## src/rtl/adc_sched_pkg.sv

```systemverilog
// Shared types and helpers for the ADC sampling sequencer.
// Holds the state encoding, datapath widths and the saturating counter increment.
package adc_sched_pkg;

  localparam int DATA_W = 8;
  localparam int CNT_W  = 8;

  typedef enum logic [2:0] {
    IDLE,
    REQ,
    CONV,
    SEND,
    WAIT
  } state_t;

  function automatic logic [CNT_W-1:0] sat_inc(input logic [CNT_W-1:0] v);
    return (v == {CNT_W{1'b1}}) ? v : v + CNT_W'(1);
  endfunction

endpackage

```

## src/rtl/period_tick_gen.sv

```systemverilog
// Free-running 0..PERIOD-1 counter with clear and enable; tick marks the last count.
// Kept generic so the UART baud and FND scan logic can reuse it.
module period_tick_gen #(
  parameter int PERIOD   = 1000,
  parameter int PERIOD_W = 16
) (
  input  logic clk,
  input  logic rst,
  input  logic clr,
  input  logic en,
  output logic tick
);

  localparam logic [PERIOD_W-1:0] LAST = PERIOD_W'(PERIOD - 1);

  logic [PERIOD_W-1:0] cnt_reg;
  logic [PERIOD_W-1:0] cnt_next;

  always_comb begin
    cnt_next = cnt_reg;
    if (clr) begin
      cnt_next = '0;
    end else if (en) begin
      cnt_next = (cnt_reg == LAST) ? '0 : cnt_reg + PERIOD_W'(1);
    end
  end

  always_ff @(posedge clk) begin
    if (rst) begin
      cnt_reg <= '0;
    end else begin
      cnt_reg <= cnt_next;
    end
  end

  // The counter freezes while disabled, so gate tick to avoid a stale pulse.
  assign tick = en && (cnt_reg == LAST);

endmodule

```

## src/rtl/adc_sample_sched.sv

```systemverilog
// Sequencer for ADC read -> display latch -> UART hand-off, paced by a period tick.
// Tracks overruns (ticks that arrive while a sample is still in flight) and ADC timeouts.
module adc_sample_sched
  import adc_sched_pkg::*;
#(
  parameter int PERIOD      = 1000,
  parameter int PERIOD_W    = 16,
  parameter int ADC_TIMEOUT = 255,
  parameter int TO_W        = 8
) (
  input  logic              clk,
  input  logic              rst,
  input  logic              start,
  input  logic              stop,
  input  logic              single,
  input  logic              adc_busy,
  input  logic              adc_done,
  input  logic [DATA_W-1:0] adc_data,
  input  logic              tx_busy,
  output logic              adc_req,
  output logic              tx_req,
  output logic [DATA_W-1:0] tx_data,
  output logic [DATA_W-1:0] disp_data,
  output logic              running,
  output logic [CNT_W-1:0]  overrun_cnt,
  output logic [CNT_W-1:0]  timeout_cnt
);

  localparam logic [TO_W-1:0] TO_LAST = TO_W'(ADC_TIMEOUT - 1);

  state_t              state_reg, state_next;
  logic [TO_W-1:0]     to_cnt_reg, to_cnt_next;
  logic                single_reg, single_next;
  logic                adc_req_reg, adc_req_next;
  logic                tx_req_reg, tx_req_next;
  logic [DATA_W-1:0]   tx_data_reg, tx_data_next;
  logic [DATA_W-1:0]   disp_reg, disp_next;
  logic                running_reg, running_next;
  logic [CNT_W-1:0]    overrun_reg, overrun_next;
  logic [CNT_W-1:0]    timeout_reg, timeout_next;

  logic tick;
  logic tick_clr;
  logic tick_en;

  assign tick_clr = (state_reg == IDLE) && start && !stop;
  assign tick_en  = (state_reg != IDLE);

  period_tick_gen #(
    .PERIOD   (PERIOD),
    .PERIOD_W (PERIOD_W)
  ) u_tick (
    .clk  (clk),
    .rst  (rst),
    .clr  (tick_clr),
    .en   (tick_en),
    .tick (tick)
  );

  always_comb begin
    state_next   = state_reg;
    to_cnt_next  = '0;
    single_next  = single_reg;
    adc_req_next = 1'b0;
    tx_req_next  = 1'b0;
    tx_data_next = tx_data_reg;
    disp_next    = disp_reg;
    overrun_next = overrun_reg;
    timeout_next = timeout_reg;

    // stop beats everything, including any request that would issue this edge
    if (stop && (state_reg != IDLE)) begin
      state_next = IDLE;
    end else begin
      case (state_reg)
        IDLE: begin
          if (start && !stop) begin
            state_next   = REQ;
            single_next  = single;
            overrun_next = '0;
            timeout_next = '0;
          end
        end
        REQ: begin
          if (!adc_busy) begin
            state_next   = CONV;
            adc_req_next = 1'b1;
          end
        end
        CONV: begin
          if (adc_done) begin
            state_next   = SEND;
            disp_next    = adc_data;
            tx_data_next = adc_data;
          end else if (to_cnt_reg == TO_LAST) begin
            state_next   = single_reg ? IDLE : WAIT;
            timeout_next = sat_inc(timeout_reg);
          end else begin
            to_cnt_next = to_cnt_reg + TO_W'(1);
          end
        end
        SEND: begin
          if (!tx_busy) begin
            state_next  = single_reg ? IDLE : WAIT;
            tx_req_next = 1'b1;
          end
        end
        WAIT: begin
          if (tick) begin
            state_next = REQ;
          end
        end
        default: state_next = IDLE;
      endcase

      // A tick outside WAIT is dropped, never queued.
      if (tick && ((state_reg == REQ) || (state_reg == CONV) || (state_reg == SEND))) begin
        overrun_next = sat_inc(overrun_reg);
      end
    end

    running_next = (state_next != IDLE);
  end

  always_ff @(posedge clk) begin
    if (rst) begin
      state_reg   <= IDLE;
      to_cnt_reg  <= '0;
      single_reg  <= 1'b0;
      adc_req_reg <= 1'b0;
      tx_req_reg  <= 1'b0;
      tx_data_reg <= '0;
      disp_reg    <= '0;
      running_reg <= 1'b0;
      overrun_reg <= '0;
      timeout_reg <= '0;
    end else begin
      state_reg   <= state_next;
      to_cnt_reg  <= to_cnt_next;
      single_reg  <= single_next;
      adc_req_reg <= adc_req_next;
      tx_req_reg  <= tx_req_next;
      tx_data_reg <= tx_data_next;
      disp_reg    <= disp_next;
      running_reg <= running_next;
      overrun_reg <= overrun_next;
      timeout_reg <= timeout_next;
    end
  end

  assign adc_req     = adc_req_reg;
  assign tx_req      = tx_req_reg;
  assign tx_data     = tx_data_reg;
  assign disp_data   = disp_reg;
  assign running     = running_reg;
  assign overrun_cnt = overrun_reg;
  assign timeout_cnt = timeout_reg;

endmodule
```

## config.mk

```make
export PLATFORM = sky130hd
export DESIGN_NAME = adc_sample_sched
export DESIGN_NICKNAME = d
export VERILOG_FILES = /design/src/rtl/adc_sched_pkg.sv /design/src/rtl/period_tick_gen.sv /design/src/rtl/adc_sample_sched.sv
export SDC_FILE = /design/constraint.sdc
export NUM_CORES = 1
export LEC_CHECK = 0
export ABC_CLOCK_PERIOD_IN_PS = 2600
export CAP_MARGIN = 15
export CORE_MARGIN = 2
export CORE_UTILIZATION = 45
export CTS_CLUSTER_DIAMETER = 30
export DETAILED_ROUTE_END_ITERATION = 10
export HOLD_SLACK_MARGIN = 0.06
export PLACE_DENSITY = 0.71
export SETUP_SLACK_MARGIN = 0.02
export SYNTH_ARGS = -nofsm -noshare
export SYNTH_HDL_FRONTEND = slang
export SYNTH_SLANG_ARGS = --single-unit
```

## constraint.sdc

```tcl
create_clock -name clk -period 2.6 [get_ports clk]
set_clock_uncertainty 0.05 [all_clocks]
set_input_delay 0.26 -clock clk [delete_from_list [all_inputs] [get_ports clk]]
set_output_delay 0.26 -clock clk [all_outputs]
set_load 0.005 [all_outputs]
```

==> results.md <==
- Status: completed
- CP Launch Type: register
- P_sw: around 0.6 mW
- Hold path cells: 2
- Nets: 366
- Buffers added on ports: 50
- Sw Share: between 20% and 30%
- Mapped Cells: 300
- Synth area leaders: dfxtp_1 42%, nor2_1 5.8%, nand3_1 4.8%, xnor2_1 4.4%, xor2_1 4.4%
- Largest area contributor in the netlist: dfxtp_1
- RePlAce Congestion: 0.827
- LEAKAGE: 1.13 nW
- Vias in the first global route: 2042
- Starting Density: 46.9%
- Post-synthesis async set-or-reset flop share: 0%
- Setup TNS: 0 ns
- Via density: 5.30
- CP max FO: 16
- CP endpoint kind: register
- Initial antenna violation count: 0
- Final hold viol count: 0
- Mapped Area: between 0.002 and 0.003 sq mm
- TritonCTS clock tree: built
- I/O pin count: 51
- Gate power share: a little under a quarter
- First-pass GRT wire length: 9430 um
- Required time worst endpoint: 2.70 ns
- Synth cell types: 46
- Routed wire per std cell: 13.5 um
- Sequential element share of the synthesized area: between 40% and 50%
- Max clock buf depth: 2
- Area of the core: 0.00554 sq mm
- Pint: 1.49 mW
- Drt initial violations: 46
- RSZ-0062 raised after global routing: false
- Slew Limit Fails: 0
- Area grow syn2layout: 25.6%
- Largest register FFs: 16
- Chip width: 80.0 um
- Final period utilization: ~85%
- FP Rows: 27
- Final WL: 5640 um
- Top post-synthesis cells by count: 55 x dfxtp_1, 40 x nor2_1, 25 x nand2_1, 25 x nand3_1, 18 x a21oi_1
- Post-synth EDFFs: 0
- CTS Buf Count: 5
- R2R cell count: 4
- DRC: 0
- Die ar.: 0.00640 sq mm
- GRT Total Usage: approximately a fifth
- Largest net degree at the start of global routing: 17
- Max transition margin: 26.2%
- Number of diodes: 0
- Most common cell in the synthesized netlist: dfxtp_1
- Fmax: 0.454 GHz
- Mean Syn Cell Area: about 8.7 sq um
- Gates resized, CTS repair: 0
- Clock tree sinks: 55
- H-tree depth: 2
- Synthesized flop and latch total: 55
- Worst ir drop on vdd: ~380 uV
- Share of cells above drive strength 1: 6.65%
- Hold_buf cts: 0
- CTS root buffer: clkbuf_8
- Worst skew pair latency: roughly 0.31 ns
- Drt pass-1 iters: 4
- Post-synth top area share: a little over two fifths
- Pwr per Cell Area: approximately 640 mW/mm^2
- DP Wirelength: 4080 um
- Clock power frac: 31.5%
- Syn nets: 321
- DR vias: ~2200
- Clock slew at reported path FFs: 0.10 ns
- Post-CTS setup buffer count: 0
- Setup violators final: 0
- # Max-Cap Violations: 0
- Antenna Nets Post-Route: 0
- Die height: 80.0 um
- Kind of critical path: register to register
- Hold crit path type: register to register
- Crit path arrival time: 2.30 ns
- Top FF cell, synth: dfxtp_1
- Overflow after GRT: 0
- Flop pwr share: 45.2%
- Tmin final: between 2 and 2.5 ns
- Synthesis Warnings: 0
- Measured slew at the worst slew-check pin: 1.10 ns
- Layout Utilization: about three fifths
## layer usage
layer / part of all wire (%) / vias up / track usage, % / wire, um
met5: 0 / - / 0 / 0
met4: 0.67 / 0 / 4.58 / 38
met2: 49 / 39 / 30.8 / 2750
met1: 47 / 1038 / 24.4 / 2680
met3: 3.1 / 2 / 5.09 / 177
li1: - / 1135 / - / -
## worst paths after layout
kind                                           startpoint                             end  slack (ns)
worst max register to register    state_reg[2]$_SDFF_PP0_  u_tick.cnt_reg[3]$_SDFFE_PP0N_        0.40
worst max-delay path              state_reg[2]$_SDFF_PP0_  u_tick.cnt_reg[3]$_SDFFE_PP0N_        0.40
worst min-delay path            disp_data[4]$_SDFFE_PP0P_       disp_data[4]$_SDFFE_PP0P_        0.43
worst min register to register  disp_data[4]$_SDFFE_PP0P_       disp_data[4]$_SDFFE_PP0P_        0.43
## kinds of logic after synthesis
| logic type | synth area share (%) |
|---|---|
| AO/OA/AOI/OAI | 10.8 |
| XOR/XNOR | 8.76 |
| adder cells (fa/ha/maj) | 2.79 |
| buffers and inverters | 4.81 |
| flip-flops | 42.3 |
| multiplexers | 2.36 |
| AND/OR/NAND/NOR | 28.2 |
## cell usage in the layout (no fill, tap or decap), types with 9 or more instances in the layout
cell and instances:
nand3_1 25, nor3_1 9, nand2_1 25, nand4_1 9, xnor2_1 13, nor2_1 40
clkdlybuf4s50_1 50, xor2_1 13, a21oi_1 18, dfxtp_1 55
## worst max-delay path, cell delays in order (launching register included)
cell     delay [ns]
dfxtp_1        0.46
nor3_1         0.57
a31oi_1        0.20
o21ai_1        0.62
nor2_1         0.13
## through the flow
| step | cell area (sq um) | power, mW | instances | worst slack (ns) | hold WS (ns) |
|---|---|---|---|---|---|
| 6_report | 3270 | 2.09 | 418 | 0.399 | 0.432 |
| 5_1_grt | 3270 | 2.20 | 418 | 0.137 | 0.455 |
| 4_1_cts | 3270 | 2.10 | 418 | 0.358 | 0.431 |
| 3_5_place_dp | 3130 | 1.44 | 410 | 0.330 | 0.417 |
| 3_3_place_gp | 3130 | 1.44 | 410 | 0.375 | 0.410 |
| 2_1_floorplan | 2600 | 1.30 | 300 | 0.751 | 0.354 |
## layout make-up
type | instances | area (sq um)
well taps | 72 | 90.1
fillers | 515 | 2270
clock inverters | 2 | 60.1
inverters | 6 | 22.5
clock buffers | 6 | 72.6
multi-input cells | 221 | 1370
repair buffers | 56 | 546
flip-flops and latches | 55 | 1100
## power by group through the flow
stage | logic, mW | registers, mW | clock network, mW
detailed placement | 0.482 | 0.962 | 0
finish | 0.486 | 0.943 | 0.657
floorplan | 0.368 | 0.931 | 0
CTS | 0.487 | 0.943 | 0.671
global placement | 0.479 | 0.960 | 0
global route | 0.542 | 0.951 | 0.709
(Power assumes the default switching activity.)
